==> src/rtl/mdu_pkg.sv <==
// Shared definitions for the iterative multiply/divide unit:
// operation codes, controller states and the default step count.
package mdu_pkg;
  localparam int ITER_DEF = 32;

  typedef enum logic [1:0] {
    OP_MULT  = 2'b00,
    OP_MULTU = 2'b01,
    OP_DIV   = 2'b10,
    OP_DIVU  = 2'b11
  } op_e;

  typedef enum logic [1:0] {
    S_IDLE = 2'b00,
    S_BUSY = 2'b01,
    S_DONE = 2'b10
  } state_e;
endpackage

==> src/rtl/mdu_core.sv <==
// Radix-2 datapath: shift-add multiply or restoring divide, one step per cycle.
// acc holds the product high half / remainder, sreg the product low half / quotient.
module mdu_core (
  input  logic        clk,
  input  logic        clrn,
  input  logic        load,
  input  logic        step,
  input  logic        is_div,
  input  logic [31:0] ld_s,
  input  logic [31:0] ld_b,
  output logic [31:0] acc,
  output logic [31:0] sreg
);
  logic [31:0] breg;
  logic [32:0] sum, shf, diff;

  always_comb begin
    sum  = {1'b0, acc} + (sreg[0] ? {1'b0, breg} : 33'd0);
    shf  = {acc, sreg[31]};
    diff = shf - {1'b0, breg};
  end

  always_ff @(posedge clk) begin
    if (!clrn) begin
      acc  <= '0;
      sreg <= '0;
      breg <= '0;
    end else if (load) begin
      acc  <= '0;
      sreg <= ld_s;
      breg <= ld_b;
    end else if (step) begin
      if (is_div) begin
        // The partial remainder stays below the divisor, so a set bit 32 of diff means borrow.
        if (!diff[32]) begin
          acc  <= diff[31:0];
          sreg <= {sreg[30:0], 1'b1};
        end else begin
          acc  <= shf[31:0];
          sreg <= {sreg[30:0], 1'b0};
        end
      end else begin
        acc  <= sum[32:1];
        sreg <= {sum[0], sreg[31:1]};
      end
    end
  end
endmodule

==> src/rtl/pipe_mdu_ctrl.sv <==
// Pipeline-side MDU controller: accepts MULT/DIV from EXE, stalls the pipe while
// the core iterates, then writes sign-corrected results into HI/LO.
module pipe_mdu_ctrl
  import mdu_pkg::*;
#(
  parameter int ITER = ITER_DEF
) (
  input  logic        clk,
  input  logic        clrn,
  input  logic        estart,
  input  logic [1:0]  eop,
  input  logic [31:0] ea,
  input  logic [31:0] eb,
  input  logic        ewhi,
  input  logic        ewlo,
  input  logic        eflush,
  output logic        stall,
  output logic        done,
  output logic [31:0] hi,
  output logic [31:0] lo
);
  localparam int CW = $clog2(ITER + 1);

  state_e          state, state_n;
  op_e             op;
  logic            pneg, rneg;
  logic [CW-1:0]   cnt;
  logic            accept, sgn, a_neg, b_neg, e_div;
  logic [31:0]     a_mag, b_mag, acc, sreg;
  logic [63:0]     prod;

  always_comb begin
    accept = (state == S_IDLE) && estart && !eflush;
    e_div  = eop[1];
    sgn    = !eop[0];
    a_neg  = sgn && ea[31];
    b_neg  = sgn && eb[31];
    a_mag  = a_neg ? -ea : ea;
    b_mag  = b_neg ? -eb : eb;
  end

  always_comb begin
    state_n = state;
    case (state)
      S_IDLE: if (accept) state_n = S_BUSY;
      S_BUSY: if (eflush) state_n = S_IDLE;
              else if (cnt == CW'(ITER - 1)) state_n = S_DONE;
      S_DONE: state_n = S_IDLE;
      default: state_n = S_IDLE;
    endcase
  end

  assign stall = clrn && (accept || (state == S_BUSY));
  assign done  = clrn && (state == S_DONE) && !eflush;

  always_ff @(posedge clk) begin
    if (!clrn) begin
      state <= S_IDLE;
      cnt   <= '0;
      op    <= OP_MULT;
      pneg  <= 1'b0;
      rneg  <= 1'b0;
    end else begin
      state <= state_n;
      if (accept) begin
        cnt  <= '0;
        op   <= op_e'(eop);
        // A zero divisor reports an all-ones quotient, so it must never be negated.
        pneg <= e_div ? ((a_neg ^ b_neg) && (eb != 32'd0)) : (a_neg ^ b_neg);
        rneg <= a_neg;
      end else if (state == S_BUSY) begin
        cnt <= cnt + 1'b1;
      end
    end
  end

  mdu_core u_core (
    .clk    (clk),
    .clrn   (clrn),
    .load   (accept),
    .step   (state == S_BUSY),
    .is_div (op[1]),
    .ld_s   (e_div ? a_mag : b_mag),
    .ld_b   (e_div ? b_mag : a_mag),
    .acc    (acc),
    .sreg   (sreg)
  );

  assign prod = pneg ? -{acc, sreg} : {acc, sreg};

  always_ff @(posedge clk) begin
    if (!clrn) begin
      hi <= '0;
      lo <= '0;
    end else if (done) begin
      if (op[1]) begin
        lo <= pneg ? -sreg : sreg;
        hi <= rneg ? -acc : acc;
      end else begin
        hi <= prod[63:32];
        lo <= prod[31:0];
      end
    end else if ((state == S_IDLE) && !estart && !eflush) begin
      if (ewhi) hi <= ea;
      if (ewlo) lo <= ea;
    end
  end
endmodule

==> config.mk <==
export PLATFORM = sky130hd
export DESIGN_NAME = pipe_mdu_ctrl
export DESIGN_NICKNAME = d
export VERILOG_FILES = /design/src/rtl/mdu_pkg.sv /design/src/rtl/mdu_core.sv /design/src/rtl/pipe_mdu_ctrl.sv
export SDC_FILE = /design/constraint.sdc
export NUM_CORES = 1
export LEC_CHECK = 0
export ABC_AREA = 0
export BUFFER_PORTS_ARGS = -buffer_cell sky130_fd_sc_hd__buf_2
export CAP_MARGIN = 20
export CORE_ASPECT_RATIO = 1.4
export CORE_MARGIN = 10
export CORE_UTILIZATION = 62
export DETAILED_ROUTE_END_ITERATION = 10
export PLACE_DENSITY_LB_ADDON = 0.05
export SLEW_MARGIN = 20
export SYNTH_ARGS = -nofsm -noshare
export SYNTH_HDL_FRONTEND = slang
export SYNTH_HIERARCHICAL = 1
export SYNTH_SLANG_ARGS = --single-unit
==> constraint.sdc <==
create_clock -name clk -period 4.24 [get_ports clk]
set_clock_uncertainty 0.05 [all_clocks]
set_input_delay 0.636 -clock clk [delete_from_list [all_inputs] [get_ports clk]]
set_output_delay 0.636 -clock clk [all_outputs]
set_load 0.05 [all_outputs]
**Yosys cells after proc, flatten, opt, wreduce, memory -nomap -nowiden**

Index checks and enable logic that the tools add are counted.

- Word-level logic and storage cells: 76
- Register bits after elaboration: 172

- Reductions and logical operators: 24
- Equality and inequality tests: 5
- $add $sub $neg: 8
- Muxes and demuxes: 27
- Bitwise operators: 2

Operators by type and width:

| cell | count |
|---|---|
| $mux 32 | 20 |
| $neg 32->32 | 4 |
| $mux 64 | 1 |
| $neg 64->64 | 1 |
| $add 32x33->33 | 1 |
| $sub 33x32->33 | 1 |
| $reduce_bool 32->1 | 1 |
| $logic_and 1x1->1 | 10 |
| $reduce_bool 2->1 | 4 |
| $add 6x1->6 const B | 1 |
| $eq 6x5->1 const B | 1 |
| $mux 2 | 3 |
| $reduce_and 2->1 | 3 |
| $pmux 2 s2 | 1 |
| $logic_not 1->1 | 3 |
| $ne 3x3->1 const B | 1 |
| $eq 2x1->1 const B | 1 |
| $eq 2x2->1 const B | 1 |
| $logic_not 2->1 | 1 |
| $mux 1 | 2 |
| $ne 2x2->1 const B | 1 |
| $reduce_or 2->1 | 1 |
| $logic_or 1x1->1 | 1 |
| $not 1->1 | 1 |
| $xor 1x1->1 | 1 |

**Logic depth before layout (Yosys ltp)**

- Word-level depth: 5
- Mapped depth: 15

**By module**

Netlist, hierarchy kept.

Modules (own cells, without submodules):

| module | instances | cells each | area an instance (um2) |
|---|---|---|---|
| mdu_core | 1 | 1017 | 8151.6 |
| pipe_mdu_ctrl | 1 | 988 | 7384.6 |

**Worst setup path before layout**

OpenSTA, ideal clock, no wires.

- Kind: reg-to-reg
- Start point: register u_core.acc[1]
- End point: register u_core.acc[2]
- Clock period less this slack: 3.303 ns
- Data required time: 4.058 ns
- Cell stages (with the launch flop): 13
- Path slack: 0.937 ns
- Library setup time: 0.132 ns
- Path buffers: 1
- Arrival time: 3.121 ns
- Cells stage by stage: dfxtp_1 -> ha_1 -> nor2b_4 -> o31ai_2 -> a211oi_1 -> o31ai_2 -> o221ai_2 -> or4b_4 -> nand3_2 -> buf_8 -> mux2_1 -> o211ai_1 -> a21oi_1

- Word-level cells in the longest chain between the ends: 3

Ends and longest elaborated chain:

| element | line | source |
|---|---|---|
| start, declared | mdu_core.sv:11 | `output logic [31:0] acc,` |
| start signal, assigned | mdu_core.sv:36 | `acc <= diff[31:0];` |
| start signal, assigned | mdu_core.sv:39 | `acc <= shf[31:0];` |
| start signal, assigned | mdu_core.sv:43 | `acc <= sum[32:1];` |
| $sub 33x32->33 | mdu_core.sv:20 | `diff = shf - {1'b0, breg};` |
| $mux 32 | mdu_core.sv:35 | `if (!diff[32]) begin` |
| $mux 32 * | mdu_core.sv:33 | `if (is_div) begin` |

Mark *: on every way between the ends. The rest lies on a longest branch, timed or not.
A chain may end at the register's enable or synchronous reset.

**Worst setup path in the final report**

- Start point: register u_core.acc[0]
- End point: register u_core.acc[7]

The elaborated chain is that of the path after synthesis.

==> results.md <==
- Status: completed
- Max-Cap Viols: 0
- Crit path required time: 4540 ps
- Most common cell after layout, fill and taps aside: a21oi_1
- Diode count: 0
- Core area: 24700 µm²
- Crit share post-route: 0.966
- Rel. slew slack: 0.365
- FILL cells: 2126
- Initial Util: 0.630
- Routability cong.: 0.994
- CTS root buffer: clkbuf_16
- Total area of multi-input combinational cells: 11400 µm²
- Clock transition at the registers of the reported paths: 80 ps
- CP Data Arrival Time: 4390 ps
- P_leak: 7.45 nW
- Syn nets: 2148
- FMAX: 244 MHz
- DR top layer: met5
- Max Root-Sink Buffers: 2
- Total negative slack: 0 ps
- Router iterations before antenna repair: 6
- Yosys cell types: 86
- CTS buffer count: 17
- Post-synthesis sequential area ratio: 0.220
- Routed WL: 58.6 mm
- Post-Synthesis Cells: 2005
- Share of layout cells above drive strength 1: 0.140
- I/O pins: 138
- Synth Warn #: 6
- Top post-synthesis cells by area: dfxtp_1 22%, mux2i_1 11%, a21oi_1 5.7%
- DRT met1 WL: 21.8 mm
- Die area: 31900 µm²
- Worst reg2reg path depth: 13
- CTS tree: yes
- Dominant cell type by area after synthesis: dfxtp_1
- Initial DRC count: 1654
- Number of global-route vias before repair: 15900
- FP Rows: 68
- Final Hold Fails: 0
- HP Class: flip-flop to flip-flop
- Fin util: 0.699
- Number of gates resized after CTS: 0
- Post-DP HPWL: 44.6 mm
- Clk sink count: 171
- Final setup fails: 0
- WL met2: 28.1 mm
- Hold Worst Slack: 445 ps
- Internal: 3.26 mW
- Vias per std cell: 6.68
- Combinational power share: 0.365
- Crit Path Category: flip-flop to flip-flop
- Initial antenna violation count: 1
- Worst Tran Pin Value: 951 ps
- CTS Hold Buffers Added: 0
- Cell Area, Synth: 15500 µm²
- FFs w/ async S/R, synth: 0
- Total gr overflow: 0
- Wire length on met3: 4.16 mm
- Syn-to-layout area delta: 11.0%
- Cells on Worst Hold Path: 2
- Later-pin clock latency in the skew report: 450 ps
- Reg-to-Reg Start: u_core/acc[0]
- Largest net degree at the start of global routing: 82
- H-tree depth reported by CTS: 4
- CP Capture Type: flip-flop
- FF/Latch Area: 3430 µm²
- # DRC: 0
- Slew Limit Fails: 0
- First-pass GRT wire length: 90.2 mm
- Psw: 2.17 mW
- Min-Delay Startpoint: cnt[5]
- IO buf count: 137
- Startpoint Class: flip-flop
- Critical-path maximum fanout: 17
- Number of flops mapped to enable cells by yosys: 0
- Flop pwr share: 0.332
- R2r endpoint: u_core/acc[7]
- Switching Share: 0.400
- Most frequent cells in the layout: 176 x a21oi_1, 170 x dfxtp_1, 163 x mux2i_1
- Setup repair bufs after CTS: 0
- ANT nets after route: 0
- Clock power share: 0.303
- Power Density: 315 nW/µm²
- DR WL/cell: 24.0 µm
- RSZ-0062 raised after global routing: false
- Die height: 207 µm
- Nets: 2257
- Top FF cell, synth: dfxtp_1
- Mapped Avg Cell Area: 7.75 µm²
- Tmin final: 4100 ps
- Tot GR Track Use: 0.352
- Post-synthesis register bit count: 171
- Hold endpoint: cnt[5]
- Peak VDD IR: 289 µV
- Share of the synthesized area in the top cell type: 0.220
- Vias: 16300
- Die X: 154 µm
- Reg2reg setup slack: 140 ps
==> metrics by stage <==
| step | cells | setup slack (ps) | power, mW | area [µm²] |
|---|---|---|---|---|
| after floorplan | 2005 | 937 | 3.16 | 15500 |
| after global placement | 2410 | 358 | 3.72 | 16700 |
| after detailed placement | 2410 | 289 | 3.74 | 16700 |
| after global routing | 2442 | 60.1 | 5.64 | 17200 |
| after CTS | 2442 | 244 | 5.37 | 17200 |
| final | 2442 | 144 | 5.43 | 17200 |
==> power by group through the flow <==
stage / Combinational, mW / Clock (mW) / Sequential, mW
2_1_floorplan: 1.27 / 0 / 1.89
3_3_place_gp: 1.89 / 0 / 1.83
3_5_place_dp: 1.91 / 0 / 1.83
4_1_cts: 1.93 / 1.64 / 1.80
5_1_grt: 2.12 / 1.71 / 1.81
6_report: 1.98 / 1.64 / 1.80
==> cell usage after synthesis, types with 54 or more instances <==
| library cell | instances |
|---|---|
| a21oi_1 | 176 |
| dfxtp_1 | 171 |
| mux2i_1 | 163 |
| nor2_1 | 152 |
| nand2_1 | 145 |
| clkbuf_1 | 97 |
| o21ai_0 | 96 |
| xnor2_1 | 88 |
| nor2b_1 | 76 |
| xor2_1 | 76 |
| ha_1 | 69 |
| inv_1 | 59 |
| a211oi_1 | 54 |
==> critical path, stage by stage (launching register included) <==
cell      delay [ps]
dfxtp_1          410
inv_1            140
fa_1             270
nor2b_4           60
o31ai_2          320
a211oi_1         190
o31ai_2          550
o221ai_2         280
or4b_4           550
nand3_2          390
buf_4            250
mux2i_1          200
nand2_1           80
a32o_1           240
==> routing by layer <==
metal	track usage	vias to the layer above
li1	-	7572
met1	0.392	7692
met2	0.597	813
met3	0.0620	235
met4	0.236	2
met5	0	-
==> cell families (layout without fill, tap and decap cells) <==
kind of cell,count (synthesis),in the layout,share of synthesized area
adders and majority gates,71,71,0.0581
AOI/OAI and AO/OA,566,566,0.239
xor gates and xnor gates,164,164,0.0925
muxes,179,179,0.117
buffers and inverters,183,305,0.0498
DFF,171,171,0.220
and+or+nand+nor,671,671,0.223
==> layout make-up <==
type                    count  area share
well taps                 315      0.0228
multi-input cells        1651       0.658
repair buffers            211      0.0722
flip-flops and latches    171       0.199
clock inverters            15     0.00987
clock buffers              17      0.0247
inverters                  62      0.0136
==> state kept, by name, indices dropped and copies added, names as in the netlist <==
signal / cells
state: 2
cnt: 6
u_core/breg: 32
u_core/acc: 32
u_core/sreg: 32
lo: 32
hi: 32
pneg: 1
op: 1
rneg: 1
==> how the worst max path moves through the flow <==
stage | from | to | slack [ps] | cells after the start
floorplan | u_core/acc[1] | u_core/acc[2] | 940 | 12
global placement | u_core/breg[2] | u_core/acc[12] | 360 | 13
detailed placement | u_core/acc[8] | u_core/acc[7] | 290 | 12
CTS | u_core/acc[8] | u_core/acc[7] | 240 | 12
global route | u_core/breg[2] | u_core/acc[7] | 60 | 13
finish | u_core/acc[0] | u_core/acc[7] | 140 | 13
No activity file was read; power rests on OpenSTA's default activity.
